## src/rtl/uart_pkg.sv

```systemverilog
// Shared UART definitions: receiver state encoding, parity modes and
// parameter legality checks used by both receive and transmit engines.
package uart_pkg;

  typedef enum logic [2:0] {
    ST_IDLE,
    ST_START,
    ST_DATA,
    ST_PARITY,
    ST_STOP,
    ST_DONE
  } state_t;

  localparam logic PAR_EVEN = 1'b0;
  localparam logic PAR_ODD  = 1'b1;

  function automatic bit data_bits_ok(input int n);
    return (n >= 5) && (n <= 9);
  endfunction

  function automatic bit oversample_ok(input int n);
    return (n >= 8) && ((n % 2) == 0);
  endfunction

  function automatic bit stop_bits_ok(input int n);
    return (n == 1) || (n == 2);
  endfunction

endpackage

```

## src/rtl/uart_rx_sampler.sv

```systemverilog
// Line front end: 2-flop synchroniser, falling-edge detect and a
// 3-sample majority voter resolved against the live synchronised sample.
module uart_rx_sampler (
  input  logic clk,
  input  logic rst,
  input  logic rx_i,
  input  logic smp_i,
  output logic rx_s_o,
  output logic fall_o,
  output logic bit_val_o
);

  logic [1:0] sync_q;
  logic       prev_q;
  logic [1:0] smp_q;

  always_ff @(posedge clk) begin
    if (rst) begin
      sync_q <= 2'b11;
      prev_q <= 1'b1;
      smp_q  <= 2'b11;
    end else begin
      sync_q <= {sync_q[0], rx_i};
      prev_q <= sync_q[1];
      if (smp_i) begin
        smp_q <= {smp_q[0], sync_q[1]};
      end
    end
  end

  assign rx_s_o = sync_q[1];
  assign fall_o = prev_q & ~sync_q[1];

  // third vote is the sample taken on the resolving tick itself
  assign bit_val_o = (smp_q[1] & smp_q[0])
                   | (smp_q[1] & sync_q[1])
                   | (smp_q[0] & sync_q[1]);

endmodule

```

## src/rtl/uart_rx_cfg.sv

```systemverilog
// Configurable UART receiver: N data bits, optional parity, 1/2 stop bits,
// majority-voted sampling, false-start rejection and break detection.
module uart_rx_cfg #(
  parameter int DATA_BITS  = 8,
  parameter int OVERSAMPLE = 16,
  parameter int PARITY_EN  = 0,
  parameter int PARITY_ODD = 0,
  parameter int STOP_BITS  = 1
) (
  input  logic                 clk,
  input  logic                 rst,
  input  logic                 rx_i,
  input  logic                 s_tick_i,
  output logic [DATA_BITS-1:0] rx_data_o,
  output logic                 rx_valid_o,
  output logic                 parity_err_o,
  output logic                 framing_err_o,
  output logic                 break_det_o,
  output logic                 busy_o
);

  import uart_pkg::*;

  if (!data_bits_ok(DATA_BITS) || !oversample_ok(OVERSAMPLE)
      || !stop_bits_ok(STOP_BITS)) begin : g_bad_cfg
    $error("uart_rx_cfg: illegal parameter set");
  end

  localparam int CW = $clog2(OVERSAMPLE);
  localparam logic [CW-1:0] C_HALF = CW'(OVERSAMPLE / 2 - 1);
  localparam logic [CW-1:0] C_SMP  = CW'(OVERSAMPLE - 3);
  localparam logic [CW-1:0] C_LAST = CW'(OVERSAMPLE - 1);
  localparam logic [3:0]    DB_LAST = 4'(DATA_BITS - 1);
  localparam logic [3:0]    SB_LAST = 4'(STOP_BITS - 1);
  localparam logic PAR_MODE = (PARITY_ODD != 0) ? PAR_ODD : PAR_EVEN;

  state_t               state_q, state_d;
  logic [CW-1:0]        cnt_q, cnt_d;
  logic [3:0]           bit_q, bit_d;
  logic [DATA_BITS-1:0] sh_q, sh_d;
  logic                 par_q, par_d;
  logic                 stop_q, stop_d;
  logic                 brk_q, brk_d;
  logic [DATA_BITS-1:0] data_q, data_d;
  logic                 perr_q, perr_d;
  logic                 ferr_q, ferr_d;

  logic rx_s, fall, bit_val;
  logic in_bit, smp, last;

  assign in_bit = (state_q == ST_DATA) || (state_q == ST_PARITY)
               || (state_q == ST_STOP);
  assign smp    = s_tick_i && in_bit && (cnt_q >= C_SMP);
  assign last   = s_tick_i && (cnt_q == C_LAST);

  uart_rx_sampler u_smp (
    .clk       (clk),
    .rst       (rst),
    .rx_i      (rx_i),
    .smp_i     (smp),
    .rx_s_o    (rx_s),
    .fall_o    (fall),
    .bit_val_o (bit_val)
  );

  always_ff @(posedge clk) begin
    if (rst) begin
      state_q <= ST_IDLE;
      cnt_q   <= '0;
      bit_q   <= '0;
      sh_q    <= '0;
      par_q   <= 1'b0;
      stop_q  <= 1'b0;
      brk_q   <= 1'b0;
      data_q  <= '0;
      perr_q  <= 1'b0;
      ferr_q  <= 1'b0;
    end else begin
      state_q <= state_d;
      cnt_q   <= cnt_d;
      bit_q   <= bit_d;
      sh_q    <= sh_d;
      par_q   <= par_d;
      stop_q  <= stop_d;
      brk_q   <= brk_d;
      data_q  <= data_d;
      perr_q  <= perr_d;
      ferr_q  <= ferr_d;
    end
  end

  always_comb begin
    state_d = state_q;
    cnt_d   = cnt_q;
    bit_d   = bit_q;
    sh_d    = sh_q;
    par_d   = par_q;
    stop_d  = stop_q;
    brk_d   = brk_q;
    data_d  = data_q;
    perr_d  = perr_q;
    ferr_d  = ferr_q;

    if (in_bit && s_tick_i) begin
      cnt_d = last ? '0 : cnt_q + 1'b1;
    end

    unique case (state_q)
      ST_IDLE: begin
        if (fall) begin
          state_d = ST_START;
          cnt_d   = '0;
        end
      end
      ST_START: begin
        if (s_tick_i) begin
          if (cnt_q == C_HALF) begin
            state_d = rx_s ? ST_IDLE : ST_DATA;
            cnt_d   = '0;
            bit_d   = '0;
            par_d   = 1'b0;
            stop_d  = 1'b0;
            brk_d   = 1'b0;
          end else begin
            cnt_d = cnt_q + 1'b1;
          end
        end
      end
      ST_DATA: begin
        if (last) begin
          sh_d = {bit_val, sh_q[DATA_BITS-1:1]};
          if (bit_q == DB_LAST) begin
            bit_d   = '0;
            state_d = (PARITY_EN != 0) ? ST_PARITY : ST_STOP;
          end else begin
            bit_d = bit_q + 1'b1;
          end
        end
      end
      ST_PARITY: begin
        if (last) begin
          par_d   = (^sh_q) ^ bit_val ^ PAR_MODE;
          state_d = ST_STOP;
        end
      end
      ST_STOP: begin
        if (last) begin
          stop_d = stop_q | ~bit_val;
          if ((bit_q == '0) && !bit_val && (sh_q == '0)) begin
            brk_d = 1'b1;
          end
          if (bit_q == SB_LAST) begin
            state_d = ST_DONE;
            data_d  = sh_q;
            perr_d  = par_q;
            ferr_d  = stop_d;
          end else begin
            bit_d = bit_q + 1'b1;
          end
        end
      end
      ST_DONE: begin
        // a start edge landing here is taken directly so back-to-back
        // frames are not lost
        state_d = fall ? ST_START : ST_IDLE;
        cnt_d   = '0;
      end
      default: begin
        state_d = ST_IDLE;
      end
    endcase
  end

  assign rx_data_o     = data_q;
  assign rx_valid_o    = (state_q == ST_DONE);
  assign parity_err_o  = perr_q;
  assign framing_err_o = ferr_q;
  assign break_det_o   = (state_q == ST_DONE) && brk_q;
  assign busy_o        = (state_q != ST_IDLE);

endmodule

```

## config.mk

```make
export PLATFORM = sky130hd
export DESIGN_NAME = uart_rx_cfg
export DESIGN_NICKNAME = d
export VERILOG_FILES = /design/src/rtl/uart_pkg.sv /design/src/rtl/uart_rx_sampler.sv /design/src/rtl/uart_rx_cfg.sv
export SDC_FILE = /design/constraint.sdc
export NUM_CORES = 1
export LEC_CHECK = 0
export BUFFER_PORTS_ARGS = -buffer_cell sky130_fd_sc_hd__buf_2
export CAP_MARGIN = 20
export CORE_MARGIN = 2
export CORE_UTILIZATION = 40
export CTS_BUF_LIST = sky130_fd_sc_hd__clkbuf_8
export DETAILED_ROUTE_END_ITERATION = 6
export GPL_TIMING_DRIVEN = 0
export SYNTH_ARGS = -nofsm -noshare
export SYNTH_HDL_FRONTEND = slang
export SYNTH_HIERARCHICAL = 1
export SYNTH_SLANG_ARGS = --single-unit
export TNS_END_PERCENT = 30
```

## constraint.sdc

```tcl
create_clock -name clk -period 3.2 [get_ports clk]
set_input_delay 0.16 -clock clk [delete_from_list [all_inputs] [get_ports clk]]
set_output_delay 0.16 -clock clk [all_outputs]
set_load 0.05 [all_outputs]
```

==> flow_metrics.env, run 1 <==
export IMPL_status="complete, no violations"
export IMPL_synth_warnings=6
export IMPL_globalplace_congestion=0.829
export IMPL_grt_pass1_vias=1601
export IMPL_crit_type="reg2reg"
export IMPL_drt_initial_drc_count=94
export IMPL_tightest_slew_ps=518
export IMPL_antenna_found_initial=0
export IMPL_min_path_type="in2reg"
export IMPL_routed_wirelength_um=4360
export IMPL_ir_drop_mv=0.274
export IMPL_power_density_nw_per_um2=441
export IMPL_area_delta_synth_final_pct=12.6
export IMPL_clockRootBuffer="clkbuf_8"
export IMPL_fillers=529
export IMPL_antenna_cells=0
export IMPL_synth_top_flop_cell="dfxtp_1"
export IMPL_hold_ws_ps=47.0
export IMPL_drc_errors=0
export IMPL_gr_total_overflow=0
export IMPL_wl_per_cell_um=12.8
export IMPL_syn_cell_area_um2=2050
export IMPL_clock_latency_ps=290
export IMPL_numCtsBuffers=5
export IMPL_die_h_um=75.6
export IMPL_maxCapViolCount=0
export IMPL_clock_fmax_mhz=496
export IMPL_multi_input_area_um2=1150
export IMPL_cts_max_level=2
export IMPL_cts_tree="done"
export IMPL_cts_buffer_depth=2
export IMPL_ff_latch_area_um2=741
export IMPL_p_leak_nw=0.902
export IMPL_startpoint_type="register"
export IMPL_netlist_instances=248
export IMPL_crit_required_ps=3370
export IMPL_dp_hpwl_um=3170
export IMPL_final_min_period_over_clock_period_pct=63.0
export IMPL_clk_pin_slew_worst_paths_ps=70
export IMPL_postRouteAntennaNets=0
export IMPL_initial_utilization_pct=40.9
export IMPL_min_period_ps=2020
export IMPL_core_region_area_um2=5010
export IMPL_grtUsageTotal_pct=17.5
export IMPL_dieWidth_um=75.6
export IMPL_tns_ps=0
export IMPL_setup_viol=0
export IMPL_finalHoldViolCount=0
export IMPL_finClkSkew_ps=1.67
export IMPL_ys_ff_latch=37
export IMPL_avgViaCountPerCell=5.03
export IMPL_numPortBuffers=15
export IMPL_syn_avg_cell_area_um2=8.26
export IMPL_grt_max_degree=13
export IMPL_drv_slew=0
export IMPL_rows=26
export IMPL_relSlewSlack_pct=65.5
export IMPL_async_reset_ff_share_pct=0
export IMPL_cp_max_fo=10
export IMPL_first_pass_iters=4
export IMPL_boundaryPins=17
export IMPL_synth_nets=261
export IMPL_nets=283
export IMPL_endpoint_kind="register"
export IMPL_grt_pass1_wl_um=7650
export IMPL_die_area_um2=5710
export IMPL_rsz0062_at_grt="false"
export IMPL_postCtsHoldBufs=0
export IMPL_vias=1716
export IMPL_cts_resized=0
export IMPL_drive_above_1_share_pct=19.2
export IMPL_synth_cell_type_count=53
export IMPL_synth_edf_count=0
export IMPL_critPathArrivalTime_ps=2180
export IMPL_clock_sinks=37
export IMPL_cts_setup_buffers=0
export IMPL_ys_seq_area_share_pct=36.2
-- power breakdown --
part           switching [mW]  internal (mW)
clock                   0.170          0.175
combinational           0.118         0.0709
sequential             0.0139          0.470
total                   0.302          0.716
-- cells by family (layout without fill, tap and decap cells) --
| family | after synthesis | after routing | synth area share [%] |
|---|---|---|---|
| xor+xnor | 6 | 6 | 2.57 |
| fa+ha+maj | 10 | 10 | 6.05 |
| compound gates | 62 | 62 | 20.1 |
| flops | 37 | 37 | 36.2 |
| simple gates | 98 | 98 | 25.8 |
| buf+inv | 32 | 55 | 7.64 |
| mux | 3 | 3 | 1.71 |
-- per-stage QoR --
| step | setup slack, ps | util, % | total power, mW | instance area, um2 | instances |
|---|---|---|---|---|---|
| after floorplan | 1440 | - | 0.645 | 2050 | 248 |
| final | 1180 | 46.1 | 1.02 | 2310 | 341 |
| after detailed placement | 1230 | 44.1 | 0.682 | 2210 | 333 |
| after global routing | 1060 | 46.1 | 1.08 | 2310 | 341 |
| after CTS | 1200 | 46.1 | 1.03 | 2310 | 341 |
| after global placement | 1230 | 44.1 | 0.683 | 2210 | 333 |
-- layer usage --
layer	track usage (%)	vias to the layer above	wire [um]	part of all wire, %
li1	-	904	-	-
met1	24.7	791	2210	51
met2	27.1	13	2000	46
met3	3.44	8	84	1.9
met4	5.07	0	68	1.6
met5	0	-	0	0
-- Yosys cell counts, drive strengths merged (4+ instances only) --
cell type   n  area share [%]
nand2      11             2.0
buf        10             3.6
dfxtp      37              36
nand3       9             2.7
inv        19             3.5
a21oi      29             7.6
nor3        6             1.5
a211o       4             1.7
nor2       41             7.9
o21ai       8             2.1
xnor2       5             2.1
nor2b       4             1.2
ha          9             5.5
o22ai       5             1.5
or2         4             1.2
nand2b      4             1.2
-- final cells by class --
class | instances | area share [%]
buffer | 13 | 3.69
clock buffer | 6 | 3.58
clock inverter | 2 | 0.597
inverter | 19 | 3.09
multi-input combinational | 179 | 49.9
sequential | 37 | 32.1
tap | 70 | 3.80
timing repair buffer | 15 | 3.25
-- critical path, stage by stage, from the launching register on --
cell and delay [ps]:
dfxtp_1 500, ha_1 330, and4_1 360, nand3_1 140
buf_4 210, buf_6 150, a21oi_1 160, nor2_1 50
-- flip-flops by register name (all words and copies together) (netlist names) --
register and cells:
brk_q 1, u_smp/prev_q 1, par_q 1, parity_err_o 1, rx_data_o 8, u_smp/smp_q 2, cnt_q 4, state_q 3
stop_q 1, u_smp/sync_q 2, bit_q 4, framing_err_o 1, sh_q 8
-- cell usage in the layout (no fill, tap or decap), drive strengths merged, types with 2 or more instances in the layout --
master | Yosys | final
nor2 | 41 | 41
nand2 | 11 | 11
clkinv | 0 | 2
nor3b | 3 | 3
a211o | 4 | 4
xnor2 | 5 | 5
nand4 | 3 | 3
a21oi | 29 | 29
a21o | 3 | 3
or2 | 4 | 4
and2 | 2 | 2
o32ai | 2 | 2
dfxtp | 37 | 37
nor2b | 4 | 4
nand3 | 9 | 9
or3 | 2 | 2
o22ai | 5 | 5
ha | 9 | 9
nor3 | 6 | 6
and3 | 2 | 2
nor4b | 3 | 3
o21ai | 8 | 8
mux2i | 2 | 2
buf | 10 | 25
nand2b | 4 | 4
a211oi | 2 | 2
inv | 19 | 19
clkbuf | 3 | 9
-- final timing paths --
path,startpoint,cells after the start,slack [ps],endpoint
max,cnt_q[0],7,1180,rx_data_o[2]
min,rx_i,2,50,u_smp/sync_q[0]
max reg2reg,cnt_q[0],7,1180,rx_data_o[2]
min reg2reg,u_smp/sync_q[0],1,410,u_smp/sync_q[1]
Note: power is estimated with default switching activity, not from simulation.
==> inputs of run 2 (changes only) <==
clock period = 1.7 ns   (was 3.2 ns; I/O delays follow)
==> run 2 against run 1 <==
The flow now finishes with violations (negative setup slack). Design area grew 6.1%. Core utilization grew 2.8 points. First-iteration DRC count is the same. Routed wire length grew 4.6%. Via count grew 5.3%. Flip-flop and latch count is the same. Combinational power grew 130%. Worst hold slack gained 39 ps. Global-route usage grew 0.30 points. Die area is the same. Largest cell class unchanged. Highest routed layer unchanged.
==> flow_metrics.env, run 2 (synthesis gave the netlist of run 1 again) <==
export IMPL_status="finished with violations"
export IMPL_violations="negative setup slack"
export IMPL_numPortBuffers=15
export IMPL_area_delta_synth_final_pct=19.5
export IMPL_clk_pin_slew_worst_paths_ps=80
export IMPL_ir_drop_mv=0.467
export IMPL_cts_buffer_depth=2
export IMPL_cts_tree="done"
export IMPL_crit_type="reg2reg"
export IMPL_avgViaCountPerCell=5.16
export IMPL_endpoint_kind="register"
export IMPL_postRouteAntennaNets=0
export IMPL_rows=26
export IMPL_setup_viol=1
export IMPL_clock_sinks=37
export IMPL_dieWidth_um=75.6
export IMPL_die_area_um2=5710
export IMPL_core_region_area_um2=5010
export IMPL_maxCapViolCount=0
export IMPL_globalplace_congestion=0.781
export IMPL_rsz0062_at_grt="true"
export IMPL_layout_commonest_cell="nor2_1"
export IMPL_clockRootBuffer="clkbuf_8"
export IMPL_finalHoldViolCount=0
export IMPL_nets=292
export IMPL_dp_hpwl_um=3100
export IMPL_die_h_um=75.6
export IMPL_drt_initial_drc_count=94
export IMPL_wl_per_cell_um=13.0
export IMPL_grt_pass1_wl_um=7780
export IMPL_grt_max_degree=12
export IMPL_fillers=506
export IMPL_min_path_type="in2reg"
export IMPL_gr_total_overflow=0
export IMPL_initial_utilization_pct=40.9
export IMPL_drive_above_1_share_pct=26.4
export IMPL_tightest_slew_ps=480
export IMPL_cts_max_level=2
export IMPL_critPathArrivalTime_ps=1900
export IMPL_crit_required_ps=1890
export IMPL_antenna_found_initial=0
export IMPL_numCtsBuffers=5
export IMPL_p_leak_nw=0.949
export IMPL_antenna_cells=0
export IMPL_boundaryPins=17
export IMPL_startpoint_type="register"
export IMPL_layout_common_cells="nor2_1 (37), dfxtp_1 (32), a21oi_1 (26), buf_2 (20), inv_1 (19)"
export IMPL_crit_slowest_cell="dfxtp_4"
export IMPL_crit_path_max_incr_delay_ps=370
export IMPL_clock_fmax_mhz=583
export IMPL_drv_slew=0
export IMPL_drc_errors=0
export IMPL_instances_no_fill=350
export IMPL_rrSetupSlack_ps=-10
export IMPL_worstPathCellList="ha_4 -> and3b_2 -> a211o_1 -> o22ai_2 -> a21o_1 -> mux2_4"
export IMPL_vias=1807
export IMPL_cp_max_fo=4
export IMPL_final_min_period_over_clock_period_pct=101
export IMPL_grtUsageTotal_pct=17.8
export IMPL_fin_ws_ps=-14.9
export IMPL_grt_pass1_vias=1727
export IMPL_first_pass_iters=4
export IMPL_min_period_ps=1710
export IMPL_relSlewSlack_pct=68.0
export IMPL_clock_latency_ps=290
export IMPL_hold_ws_ps=85.7
export IMPL_power_total_mw=1.93
export IMPL_power_density_nw_per_um2=788
export IMPL_dpl_cell_count=333
export IMPL_finClkSkew_ps=7.51
export IMPL_routed_wirelength_um=4560
## run 2: path summary, 6_finish.rpt
kind                        start         endpoint  depth (start not counted)
hold / removal                rst   u_smp/smp_q[1]                          2
hold reg to reg   u_smp/sync_q[0]  u_smp/sync_q[1]                          1
setup reg to reg         bit_q[0]       state_q[1]                          6
setup / recovery         bit_q[0]       state_q[1]                          6
## run 2: repair_timing
item                       4_1_cts  5_1_grt
hold endpoints to repair         1        0
gates resized for setup         17        5
hold buffers                     1        0
buffers inserted                 4        4
pin swaps                        5        4
setup endpoints to repair       20       19
## run 2: per-layer routing
layer / GRT usage (%) / part of all wire, % / up-vias
li1: - / - / 919
met1: 23.0 / 49 / 852
met2: 29.1 / 46 / 30
met3: 4.50 / 3.3 / 6
met4: 5.85 / 1.3 / 0
met5: 0 / 0 / -
## run 2: final cells by class
class / count / area, um2 / share of cell area, %
well taps: 70 / 87.6 / 3.58
flip-flops and latches: 37 / 757 / 30.9
plain buffers: 13 / 88.8 / 3.63
repair buffers: 24 / 145 / 5.93
inverters: 19 / 71.3 / 2.91
clock inverters: 3 / 13.8 / 0.562
multi-input cells: 179 / 1220 / 49.7
clock buffers: 5 / 68.8 / 2.81
## run 2: worst max-delay path, delay by kind of cell (launching register included)
kind            cells  cell delay [ps]
flops               1              370
fa+ha+maj           1              160
compound gates      3              580
simple gates        1              200
mux                 1              300
## run 2: power by group
part	leakage [nW]	total (mW)	internal, mW	switching [mW]
clock network	0.0491	0.591	0.278	0.313
logic	0.597	0.433	0.181	0.252
registers	0.303	0.907	0.884	0.0231
## run 2: per-stage QoR
| step | area [um2] | setup slack [ps] | setup TNS (ps) | utilization (%) |
|---|---|---|---|---|
| floorplan | 2060 | 9.08 | 0 | - |
| global placement | 2220 | -211 | -3370 | 44.3 |
| detailed placement | 2220 | -222 | -3530 | 44.3 |
| CTS | 2400 | -8.29 | -8.29 | 47.9 |
| global route | 2450 | -59.4 | -286 | 48.9 |
| finish | 2450 | -14.9 | -14.9 | 48.9 |
==> inputs of run 3 (changes only) <==
PLACE_DENSITY = 0.59   (was unset)
clock period = 1.9 ns   (was 1.7 ns; I/O delays follow)
==> run 3 against run 2 <==
The flow now finishes without violations. Setup slack gained 100 ps. Routed wire length shrank 1.9%. Count of clock-buffer cells in the layout unchanged. Critical endpoint unchanged. Highest routed layer unchanged.
==> flow_metrics.env, run 3 (synthesis gave the netlist of run 1 again) <==
export IMPL_clock_latency_ps=290
export IMPL_dieWidth_um=75.6
export IMPL_maxCapViolCount=0
export IMPL_initial_utilization_pct=40.9
export IMPL_globalplace_congestion=0.759
export IMPL_clk_pin_slew_worst_paths_ps=80
export IMPL_place_area_um2=2210
export IMPL_hold_ws_ps=115
export IMPL_core_region_area_um2=5010
export IMPL_postRouteAntennaNets=0
export IMPL_finalHoldViolCount=0
export IMPL_rsz0062_at_grt="false"
export IMPL_rrSetupSlack_ps=90
export IMPL_cts_max_level=2
export IMPL_layout_common_cells="nor2_1 (38), dfxtp_1 (35), a21oi_1 (26), buf_2 (20), inv_1 (19)"
export IMPL_cts_setup_buffers=0
export IMPL_status="complete, no violations"
export IMPL_dp_hpwl_um=3190
export IMPL_numPortBuffers=15
export IMPL_crit_required_ps=2080
export IMPL_endpoint_kind="register"
export IMPL_clock_fmax_mhz=552
export IMPL_grt_pass1_vias=1620
export IMPL_boundaryPins=17
export IMPL_rows=26
export IMPL_vias=1775
export IMPL_routed_wirelength_um=4470
export IMPL_gr_total_overflow=0
export IMPL_drive_above_1_share_pct=21.0
export IMPL_critPathArrivalTime_ps=1990
export IMPL_p_leak_nw=0.914
export IMPL_cts_buffer_depth=2
export IMPL_busiest_layer="met2"
export IMPL_finClkSkew_ps=11.3
export IMPL_stdcell_area_um2=2350
export IMPL_final_min_period_over_clock_period_pct=95.3
export IMPL_hold_path_cell_count=2
export IMPL_clockRootBuffer="clkbuf_8"
export IMPL_drc_errors=0
export IMPL_tns_ps=0
export IMPL_layout_commonest_cell="nor2_1"
export IMPL_avgViaCountPerCell=5.21
export IMPL_setup_viol=0
export IMPL_area_delta_synth_final_pct=14.8
export IMPL_die_h_um=75.6
export IMPL_grt_max_degree=12
export IMPL_reg2reg_depth=5
export IMPL_clock_sinks=37
export IMPL_first_pass_iters=4
export IMPL_power_density_nw_per_um2=764
export IMPL_rr_startpoint="cnt_q[0]"
export IMPL_crit_type="reg2reg"
export IMPL_setup_worst_path_start="cnt_q[0]"
export IMPL_relSlewSlack_pct=64.8
export IMPL_antenna_cells=0
export IMPL_startpoint_type="register"
export IMPL_grtUsageMet2_pct=27.9
export IMPL_worstHoldStart="rst"
export IMPL_wl_per_cell_um=13.1
export IMPL_min_path_type="in2reg"
export IMPL_cp_max_fo=9
export IMPL_hold_end="u_smp/prev_q"
export IMPL_grt_pass1_wl_um=7620
export IMPL_cts_tree="done"
export IMPL_min_period_ps=1810
export IMPL_numCtsBuffers=5
export IMPL_die_area_um2=5710
export IMPL_grtUsageTotal_pct=17.3
export IMPL_nets=284
export IMPL_antenna_found_initial=0
export IMPL_grt_use_met1_pct=23.2
export IMPL_ir_drop_mv=0.444
export IMPL_use_met3_pct=4.50
export IMPL_power_total_mw=1.80
export IMPL_drt_initial_drc_count=87
export IMPL_reg2reg_to="state_q[1]"
export IMPL_tightest_slew_ps=527
export IMPL_drv_slew=0
==> run 3: worst max path at each step <==
stage,end,slack (ps),cells after the start
4_1_cts,rx_data_o[4],50,7
3_5_place_dp,rx_data_o[3],-110,7
2_1_floorplan,state_q[1],140,5
5_1_grt,state_q[1],7,7
3_3_place_gp,rx_data_o[3],-80,7
6_report,state_q[1],90,5
==> run 3: final cells by class <==
cell class,count,area [um2]
fillers,532,2660
repair buffers,16,85.1
plain buffers,13,85.1
inverters,19,71.3
multi-input cells,179,1180
clock inverters,2,35.0
flip-flops and latches,37,743
clock buffers,5,68.8
well taps,70,87.6
==> run 3: metal layers <==
| layer | vias to the layer above | share of wire (%) |
|---|---|---|
| met5 | - | 0 |
| met4 | 0 | 0.49 |
| met3 | 2 | 3.1 |
| met2 | 24 | 47 |
| met1 | 844 | 50 |
| li1 | 905 | - |
==> run 3: repair_timing <==
action | 4_1_cts | 5_1_grt
resized for setup | 2 | 5
hold buffers | 1 | 0
endpoints found under the hold margin | 1 | 0
endpoints found under the setup margin | 19 | 18
==> run 3: stage by stage <==
step | instances | setup WS [ps] | utilization (%)
floorplan | 248 | 144 | -
global placement | 333 | -77.2 | 44.1
detailed placement | 333 | -108 | 44.1
CTS | 341 | 52.3 | 46.5
global route | 341 | 6.92 | 47.0
finish | 341 | 88.8 | 47.0
==> run 3: power by group <==
| part | switching (mW) | internal [mW] |
|---|---|---|
| logic | 0.201 | 0.124 |
| registers | 0.0258 | 0.794 |
| clock network | 0.272 | 0.382 |
==> run 3: worst max-delay path, stage by stage, from the launching register on <==
cell	delay, ps
dfxtp_2	380
ha_4	200
and4_2	290
a211oi_1	350
a21o_1	200
mux2_4	300
